### src/rtl/xcom_link_rx.sv
// xcom_link_rx: XCOM two-wire link receiver (sync, per-edge bit sampling, header/payload decode)
module xcom_link_rx #(
    parameter int TOUT_CYC = 255
) (
    input  logic        x_clk_i,
    input  logic        x_rst_i,
    input  logic        rx_dt_i,
    input  logic        rx_ck_i,
    output logic        rx_vld_o,
    output logic [7:0]  rx_header_o,
    output logic [31:0] rx_data_o,
    output logic        rx_err_o,
    output logic        rx_busy_o
);
    localparam logic [2:0] RX_IDLE = 3'd0;
    localparam logic [2:0] RX_HDR  = 3'd1;
    localparam logic [2:0] RX_DATA = 3'd2;
    localparam logic [2:0] RX_END  = 3'd3;
    localparam logic [2:0] RX_ERR  = 3'd4;

    logic [2:0]  ck_q, ck_d;
    logic [1:0]  dt_q, dt_d;
    logic [2:0]  state_q, state_d;
    logic [39:0] sh_q, sh_d;
    logic [5:0]  bit_cnt_q, bit_cnt_d;
    logic [7:0]  tout_q, tout_d;
    logic [1:0]  len_q, len_d;
    logic        vld_q, vld_d, err_q, err_d;
    logic [7:0]  hdr_q, hdr_d;
    logic [31:0] data_q, data_d;
    logic        edge_s;
    logic [5:0]  len_bits;

    // ck_q = {delayed, 2nd stage, 1st stage}; dt_q[1] is aligned with ck_q[1]
    assign edge_s   = ck_q[1] ^ ck_q[2];
    assign len_bits = (len_q == 2'd3) ? 6'd40 : {1'b0, len_q, 3'b000} + 6'd8;

    always_comb begin
        ck_d      = {ck_q[1:0], rx_ck_i};
        dt_d      = {dt_q[0], rx_dt_i};
        state_d   = state_q;
        sh_d      = sh_q;
        bit_cnt_d = bit_cnt_q;
        tout_d    = tout_q;
        len_d     = len_q;
        hdr_d     = hdr_q;
        data_d    = data_q;
        vld_d     = state_q == RX_END;
        err_d     = state_q == RX_ERR;
        if (state_q == RX_IDLE) begin
            if (edge_s) begin
                sh_d      = {sh_q[38:0], dt_q[1]};
                bit_cnt_d = 6'd1;
                tout_d    = 8'd0;
                state_d   = RX_HDR;
            end
        end else if (state_q == RX_HDR || state_q == RX_DATA) begin
            if (edge_s) begin
                sh_d      = {sh_q[38:0], dt_q[1]};
                bit_cnt_d = bit_cnt_q + 6'd1;
                tout_d    = 8'd0;
                if (state_q == RX_HDR && bit_cnt_d == 6'd8) begin
                    len_d   = sh_d[6:5];
                    state_d = (sh_d[6:5] == 2'd0) ? RX_END : RX_DATA;
                end else if (state_q == RX_DATA && bit_cnt_d == len_bits) begin
                    state_d = RX_END;
                end
            end else if (tout_q == 8'(TOUT_CYC - 1)) begin
                state_d = RX_ERR;
            end else begin
                tout_d = tout_q + 8'd1;
            end
        end else if (state_q == RX_END) begin
            hdr_d   = (len_q == 2'd0) ? sh_q[7:0]   :
                      (len_q == 2'd1) ? sh_q[15:8]  :
                      (len_q == 2'd2) ? sh_q[23:16] : sh_q[39:32];
            data_d  = (len_q == 2'd0) ? 32'd0                 :
                      (len_q == 2'd1) ? {24'd0, sh_q[7:0]}    :
                      (len_q == 2'd2) ? {16'd0, sh_q[15:0]}   : sh_q[31:0];
            state_d = RX_IDLE;
        end else begin
            state_d = RX_IDLE;
        end
    end

    always_ff @(posedge x_clk_i) begin
        if (x_rst_i) begin
            ck_q      <= '0;
            dt_q      <= '0;
            state_q   <= RX_IDLE;
            sh_q      <= '0;
            bit_cnt_q <= '0;
            tout_q    <= '0;
            len_q     <= '0;
            vld_q     <= 1'b0;
            err_q     <= 1'b0;
            hdr_q     <= '0;
            data_q    <= '0;
        end else begin
            ck_q      <= ck_d;
            dt_q      <= dt_d;
            state_q   <= state_d;
            sh_q      <= sh_d;
            bit_cnt_q <= bit_cnt_d;
            tout_q    <= tout_d;
            len_q     <= len_d;
            vld_q     <= vld_d;
            err_q     <= err_d;
            hdr_q     <= hdr_d;
            data_q    <= data_d;
        end
    end

    assign rx_vld_o    = vld_q;
    assign rx_err_o    = err_q;
    assign rx_header_o = hdr_q;
    assign rx_data_o   = data_q;
    assign rx_busy_o   = state_q != RX_IDLE;
endmodule

### config.mk
export PLATFORM = sky130hd
export DESIGN_NAME = xcom_link_rx
export DESIGN_NICKNAME = d
export VERILOG_FILES = /design/src/rtl/xcom_link_rx.sv
export SDC_FILE = /design/constraint.sdc
export NUM_CORES = 1
export LEC_CHECK = 0
export ABC_CLOCK_PERIOD_IN_PS = 4880
export BUFFER_PORTS_ARGS = -buffer_cell sky130_fd_sc_hd__buf_2
export CAP_MARGIN = 20
export CORE_MARGIN = 2
export CORE_UTILIZATION = 40
export DETAILED_ROUTE_END_ITERATION = 12
export GPL_TIMING_DRIVEN = 0
export PLACE_DENSITY = 0.66
export RECOVER_POWER = 50
export SETUP_SLACK_MARGIN = 0.5
export SLEW_MARGIN = 20
export SYNTH_ARGS = -nofsm -noshare
export SYNTH_HDL_FRONTEND = slang
export SYNTH_SLANG_ARGS = --single-unit
### constraint.sdc
create_clock -name x_clk_i -period 4.88 [get_ports x_clk_i]
set_clock_uncertainty 0.05 [all_clocks]
set_input_delay 0.976 -clock x_clk_i [delete_from_list [all_inputs] [get_ports x_clk_i]]
set_output_delay 0.976 -clock x_clk_i [all_outputs]
set_load 0.02 [all_outputs]
---- Word-level counts from Yosys, hierarchy flattened ----
Index checks and enable logic that the tools add are counted.
storage, ports and cells
  register bits after elaboration ......... 106
  bits of input ports ..................... 4
  output and inout bits ................... 43
cells by class
  $add $sub $neg .......................... 3
  equal/unequal tests ..................... 15
  mux-type cells .......................... 27
  bitwise gates (word level) .............. 3
  reductions and logical operators ........ 13
operator list
  kind                                                   number
  two-way mux 40 bit                                     3
  two-way mux 32 bit                                     3
  two-way mux 8 bit                                      8
  two-way mux 6 bit                                      5
  two-way mux 3 bit                                      7
  AND reduction 3 bit                                    4
  adder 8 x 1 -> 8 bit, second input constant            1
  equality test 8 bit, second input constant             1
  adder 5 x 4 -> 6 bit, second input constant            1
  adder 6 x 1 -> 6 bit, second input constant            1
  equality test 3 x 2 -> 1 bit, second input constant    2
  equality test 6 x 4 -> 1 bit, second input constant    1
  equality test 6 bit                                    1
  inequality test 5 x 3 -> 1 bit, second input constant  1
  equality test 2 bit, second input constant             2
  zero test 2 bit                                        2
  inequality test 2 bit, second input constant           2
  AND reduction 4 bit                                    1
  equality test 3 x 1 -> 1 bit, second input constant    1
  equality test 3 bit, second input constant             1
  zero test 3 bit                                        1
  inequality test 3 x 2 -> 1 bit, second input constant  1
  inequality test 3 bit, second input constant           1
  nonzero test 3 bit                                     1
  other kinds (7)                                        9

---- Logic depth before layout (Yosys ltp) ----
  depth in word-level cells ............... 9
  gate-level depth with buffers ........... 9
  depth with buffers taken out ............ 8

---- Least setup slack after synthesis ----
OpenSTA, ideal clock, no wires.
  path kind ............................... input to register
  start ................................... input x_rst_i
  end ..................................... register bit_cnt_q[3]
  setup time .............................. 0.087 ns
  arrival time ............................ 1.879 ns
  path slack .............................. 2.864 ns
  cell stages on the path ................. 6
  cell sequence ........................... clkbuf_8 or3_1 clkbuf_1 o21ai_0 nand2_1 o31ai_1
RTL lines
  item                  line  RTL
  start, declared       6     input logic x_rst_i,
  end signal, assigned  104   bit_cnt_q <= bit_cnt_d;
  end, declared         25    logic [5:0] bit_cnt_q, bit_cnt_d;

---- Worst setup path in the final report ----
  start ................................... register state_q[1]
  end ..................................... register data_q[30], in the netlist rx_data_o[30]
between the ends
  cells in the longest elaborated chain, start to end .. 4
  elaborated cells on any way between the ends .. 8
ends and longest elaborated chain
  item                                                                          line  RTL
  start, declared                                                               23    logic [2:0] state_q, state_d;
  start signal, assigned                                                        102   state_q <= state_d;
  equality test 3 x 1 -> 1 bit or equality test 3 x 2 -> 1 bit (tied branches)  57    end else if (state_q == RX_HDR || state_q == RX_DATA) begin
  logical OR 1 bit                                                              57
  inverter 1 bit (no line)                                                      -
  AND reduction 3 bit (no line) *                                               -
  end signal, assigned                                                          110   data_q <= data_d;
  end, declared                                                                 30    logic [31:0] data_q, data_d;
Every way passes the cells marked *; elsewhere a longest branch is shown, timed or not.
A chain may end at the register's enable or synchronous reset.

==> metrics.txt <==
# TYPE chip_impl_metric gauge
chip_impl_metric{name="routed_wire_length",unit="um"} 10430
chip_impl_info{name="clockRootBuffer",value="sky130_fd_sc_hd__clkbuf_8"} 1
chip_impl_metric{name="timing.max_cap.violations",unit=""} 0
chip_impl_metric{name="worst_ep_required",unit="ns"} 5.14
chip_impl_info{name="rsz0062_at_grt",value="false"} 1
chip_impl_metric{name="worst_slew_margin_rel",unit=""} 0.4762
chip_impl_metric{name="multi_input_comb_area",unit="sq um"} 2133
chip_impl_info{name="yosysTopAreaCell",value="sky130_fd_sc_hd__dfxtp_1"} 1
chip_impl_metric{name="num_antenna_cells",unit=""} 0
chip_impl_metric{name="synthesis.yosys.warnings",unit=""} 0
chip_impl_info{name="timing.critical_path.from_type",value="register"} 1
chip_impl_metric{name="worst_skew_pair.late_latency",unit="ns"} 0.37
chip_impl_metric{name="gp_routability_congestion",unit=""} 0.8205
chip_impl_metric{name="rows",unit=""} 38
chip_impl_metric{name="synth-edff-count",unit=""} 0
chip_impl_metric{name="grt_first_pass_wirelength",unit="um"} 17290
chip_impl_metric{name="final-setup-viol-count",unit=""} 0
chip_impl_metric{name="design.final.nets",unit=""} 608
chip_impl_info{name="most_frequently_used_cell_type_in_the_post_synthesis_netlist",value="sky130_fd_sc_hd__nand2_1"} 1
chip_impl_metric{name="non_filler_instances",unit=""} 741
chip_impl_metric{name="io-pin-count",unit=""} 47
chip_impl_metric{name="total_leakage_power",unit="uW"} 0.001660
chip_impl_metric{name="avgSynthCellArea",unit="sq um"} 8.325
chip_impl_metric{name="ctsHtreeMaxLevel",unit=""} 3
chip_impl_metric{name="ff_latch_area",unit="sq um"} 2122
chip_impl_metric{name="timing.final.hold_violations",unit=""} 0
chip_impl_metric{name="port_buffers",unit=""} 45
chip_impl_metric{name="peakVddDrop",unit="uV"} 132.8
chip_impl_metric{name="totalNegativeSetupSlack",unit="ns"} 0
chip_impl_info{name="tritoncts",value="done"} 1
chip_impl_metric{name="ant_nets",unit=""} 0
chip_impl_info{name="post_synth_main_area_contributors",value="sky130_fd_sc_hd__dfxtp_1 (47%), sky130_fd_sc_hd__nand2_1 (9.4%), sky130_fd_sc_hd__a21oi_1 (7.9%)"} 1
chip_impl_info{name="synthTopCellsByCount",value="sky130_fd_sc_hd__nand2_1 (113), sky130_fd_sc_hd__dfxtp_1 (106), sky130_fd_sc_hd__a21oi_1 (71), sky130_fd_sc_hd__nor2_1 (53), sky130_fd_sc_hd__clkbuf_1 (32)"} 1
chip_impl_metric{name="synth.net_count",unit=""} 552
chip_impl_metric{name="layout_min_cycle_time",unit="ns"} 2.641
chip_impl_metric{name="syn-cell-area",unit="sq um"} 4496
chip_impl_info{name="crit_chain",value="clkbuf_1 > nand2_4 > or2_2 > clkbuf_1 > nor4_2 > buf_2 > a22oi_1 > nor2_1"} 1
chip_impl_metric{name="max_slew_violation_total_from_the_final_report",unit=""} 0
chip_impl_metric{name="critPathArrivalTime",unit="ns"} 2.90
chip_impl_metric{name="placedCellCount",unit=""} 725
chip_impl_metric{name="powerDensity",unit="nW/um^2"} 324.8
chip_impl_metric{name="dieArea",unit="sq um"} 12100
chip_impl_metric{name="post-cts-setup-buffers",unit=""} 0
chip_impl_metric{name="synth_top_cell_area_share",unit=""} 0.4720
chip_impl_metric{name="design.core.area",unit="sq um"} 10890
chip_impl_info{name="timing.critical_path.mode_cell",value="sky130_fd_sc_hd__clkbuf_1"} 1
chip_impl_metric{name="globalRouteTotalUtil",unit=""} 0.1824
chip_impl_info{name="run_status",value="finished, final reports clean"} 1
chip_impl_metric{name="first_iter_violations",unit=""} 208
chip_impl_metric{name="drt_first_pass_iters",unit=""} 4
chip_impl_metric{name="cp_slowest_stage_delay",unit="ns"} 0.62
chip_impl_info{name="hp-class",value="reg2reg"} 1
chip_impl_metric{name="final_layout_size_suffix_gt1_frac",unit=""} 0.06822
chip_impl_metric{name="syn-instance-count",unit=""} 540
chip_impl_metric{name="initial_core_util",unit=""} 0.4129
chip_impl_metric{name="postCtsHoldBufs",unit=""} 0
chip_impl_metric{name="worst_pin_slew",unit="ns"} 0.7804
chip_impl_metric{name="layout_worst_path_cycle_share",unit=""} 0.5413
chip_impl_metric{name="antenna_found_initial",unit=""} 0
chip_impl_metric{name="dieHeight",unit="um"} 110.0
chip_impl_metric{name="finalCoreUtilization",unit=""} 0.4625
chip_impl_metric{name="async_flop_share",unit=""} 0
chip_impl_info{name="cp_max_delay_cell",value="sky130_fd_sc_hd__nor4_2"} 1
chip_impl_metric{name="worst_path_clk_slew",unit="ns"} 0.10
chip_impl_metric{name="layout-area-overhead-vs-synth",unit="%"} 12.02
chip_impl_metric{name="yosysUniqueCellTypes",unit=""} 54
chip_impl_metric{name="final.fill_count",unit=""} 1085
chip_impl_metric{name="grt_pass1_vias",unit=""} 3596
chip_impl_metric{name="synth_sequential_area_ratio",unit=""} 0.4720
chip_impl_metric{name="grt_max_degree",unit=""} 19
chip_impl_metric{name="crit_fanout",unit=""} 10
chip_impl_info{name="end_kind",value="register"} 1
chip_impl_metric{name="yosys_register_bits",unit=""} 106
chip_impl_metric{name="globalRoute.totalOverflow",unit=""} 0
chip_impl_metric{name="dr_total_vias",unit=""} 3820
chip_impl_metric{name="detail_route.vias_per_cell",unit=""} 5.155
chip_impl_metric{name="clock-sinks",unit=""} 106
chip_impl_info{name="synth_flop_cell",value="sky130_fd_sc_hd__dfxtp_1"} 1
chip_impl_metric{name="wire_per_inst",unit="um"} 14.07
chip_impl_metric{name="detail_route.drc_violations",unit=""} 0
chip_impl_metric{name="achievable_frequency",unit="MHz"} 378.6
chip_impl_metric{name="place_hpwl",unit="um"} 7591
chip_impl_metric{name="cts.repair.resized",unit=""} 0
chip_impl_info{name="timing_worst_setup_path_type",value="reg2reg"} 1
chip_impl_metric{name="clockBufferDepth",unit=""} 2
chip_impl_metric{name="tritoncts.num_buffers",unit=""} 9
chip_impl_metric{name="fp.dieW",unit="um"} 110.0
layout make-up:
class / instances / share of cell area
tap: 140 / 0.03478
timing repair buffer: 45 / 0.03429
clock buffer: 10 / 0.02733
buffer: 40 / 0.03901
inverter: 7 / 0.005217
sequential: 106 / 0.4214
clock inverter: 6 / 0.01441
multi-input combinational: 387 / 0.4236
worst max-delay path: cells and delay by family, from the launching register on:
kind	cells	cell delay (ns)
buffers and inverters	3	0.99
flip-flops	1	0.31
AND/OR/NAND/NOR	4	1.13
AO/OA/AOI/OAI	1	0.09
per-layer routing:
layer | track usage | share of wire
met3 | 0.03116 | 0.029
met5 | 0 | 0
met4 | 0.05696 | 0.015
met2 | 0.3046 | 0.49
met1 | 0.2405 | 0.47
flip-flops by register name, summed over array words and instances (netlist names):
name         cells
rx_header_o      8
ck_q             3
rx_err_o         1
len_q            2
tout_q           8
sh_q            40
dt_q             2
rx_data_o       32
bit_cnt_q        6
rx_vld_o         1
state_q          3
logic make-up (layout without fill, tap and decap cells):
logic type / Yosys count / after routing / synth area share
AO/OA/AOI/OAI: 131 / 131 / 0.1742
adder cells (fa/ha/maj): 8 / 8 / 0.02227
XOR/XNOR: 12 / 12 / 0.02505
buffers and inverters: 47 / 108 / 0.05344
flip-flops: 106 / 106 / 0.4720
multiplexers: 11 / 11 / 0.02449
AND/OR/NAND/NOR: 225 / 225 / 0.2285
path summary, 6_finish.rpt:
kind	slack, ns	to	startpoint	depth (start not counted)
worst min register to register	0.40	sh_q[0]	dt_q[1]	2
worst max-delay path	2.24	rx_data_o[30]	state_q[1]	8
worst max register to register	2.24	rx_data_o[30]	state_q[1]	8
worst min-delay path	0.40	sh_q[0]	dt_q[1]	2
stage by stage:
stage	cell area (sq um)	power (uW)	setup WS, ns	hold slack (ns)
4_1_cts	5106	1647	2.432	0.3969
6_report	5036	1636	2.239	0.3960
3_5_place_dp	4896	1090	2.417	0.3775
5_1_grt	5036	1704	2.023	0.4258
3_3_place_gp	4896	1085	2.479	0.3686
2_1_floorplan	4496	1046	2.864	0.3638
report_power, final:
group / switching (uW) / internal, uW
combinational: 116 / 62.1
sequential: 12.4 / 878
clock: 310 / 257
total: 438 / 1200
layout by cell type, fill, tap and decap left out, types with 3 or more instances in the layout:
cell,n
sky130_fd_sc_hd__nor2_1,53
sky130_fd_sc_hd__nand4_1,4
sky130_fd_sc_hd__clkbuf_8,13
sky130_fd_sc_hd__xor2_1,7
sky130_fd_sc_hd__buf_2,4
sky130_fd_sc_hd__nand2_1,113
sky130_fd_sc_hd__o21ai_0,17
sky130_fd_sc_hd__a21oi_1,71
sky130_fd_sc_hd__nor4b_1,3
sky130_fd_sc_hd__a22oi_1,16
sky130_fd_sc_hd__mux2i_1,11
sky130_fd_sc_hd__ha_1,8
sky130_fd_sc_hd__or2_2,3
sky130_fd_sc_hd__xnor2_1,4
sky130_fd_sc_hd__inv_1,7
sky130_fd_sc_hd__o211ai_1,10
sky130_fd_sc_hd__clkbuf_1,76
sky130_fd_sc_hd__nand3b_1,8
sky130_fd_sc_hd__dfxtp_1,106
sky130_fd_sc_hd__nand3_1,13
sky130_fd_sc_hd__nor2b_1,5
(Power assumes the default switching activity.)
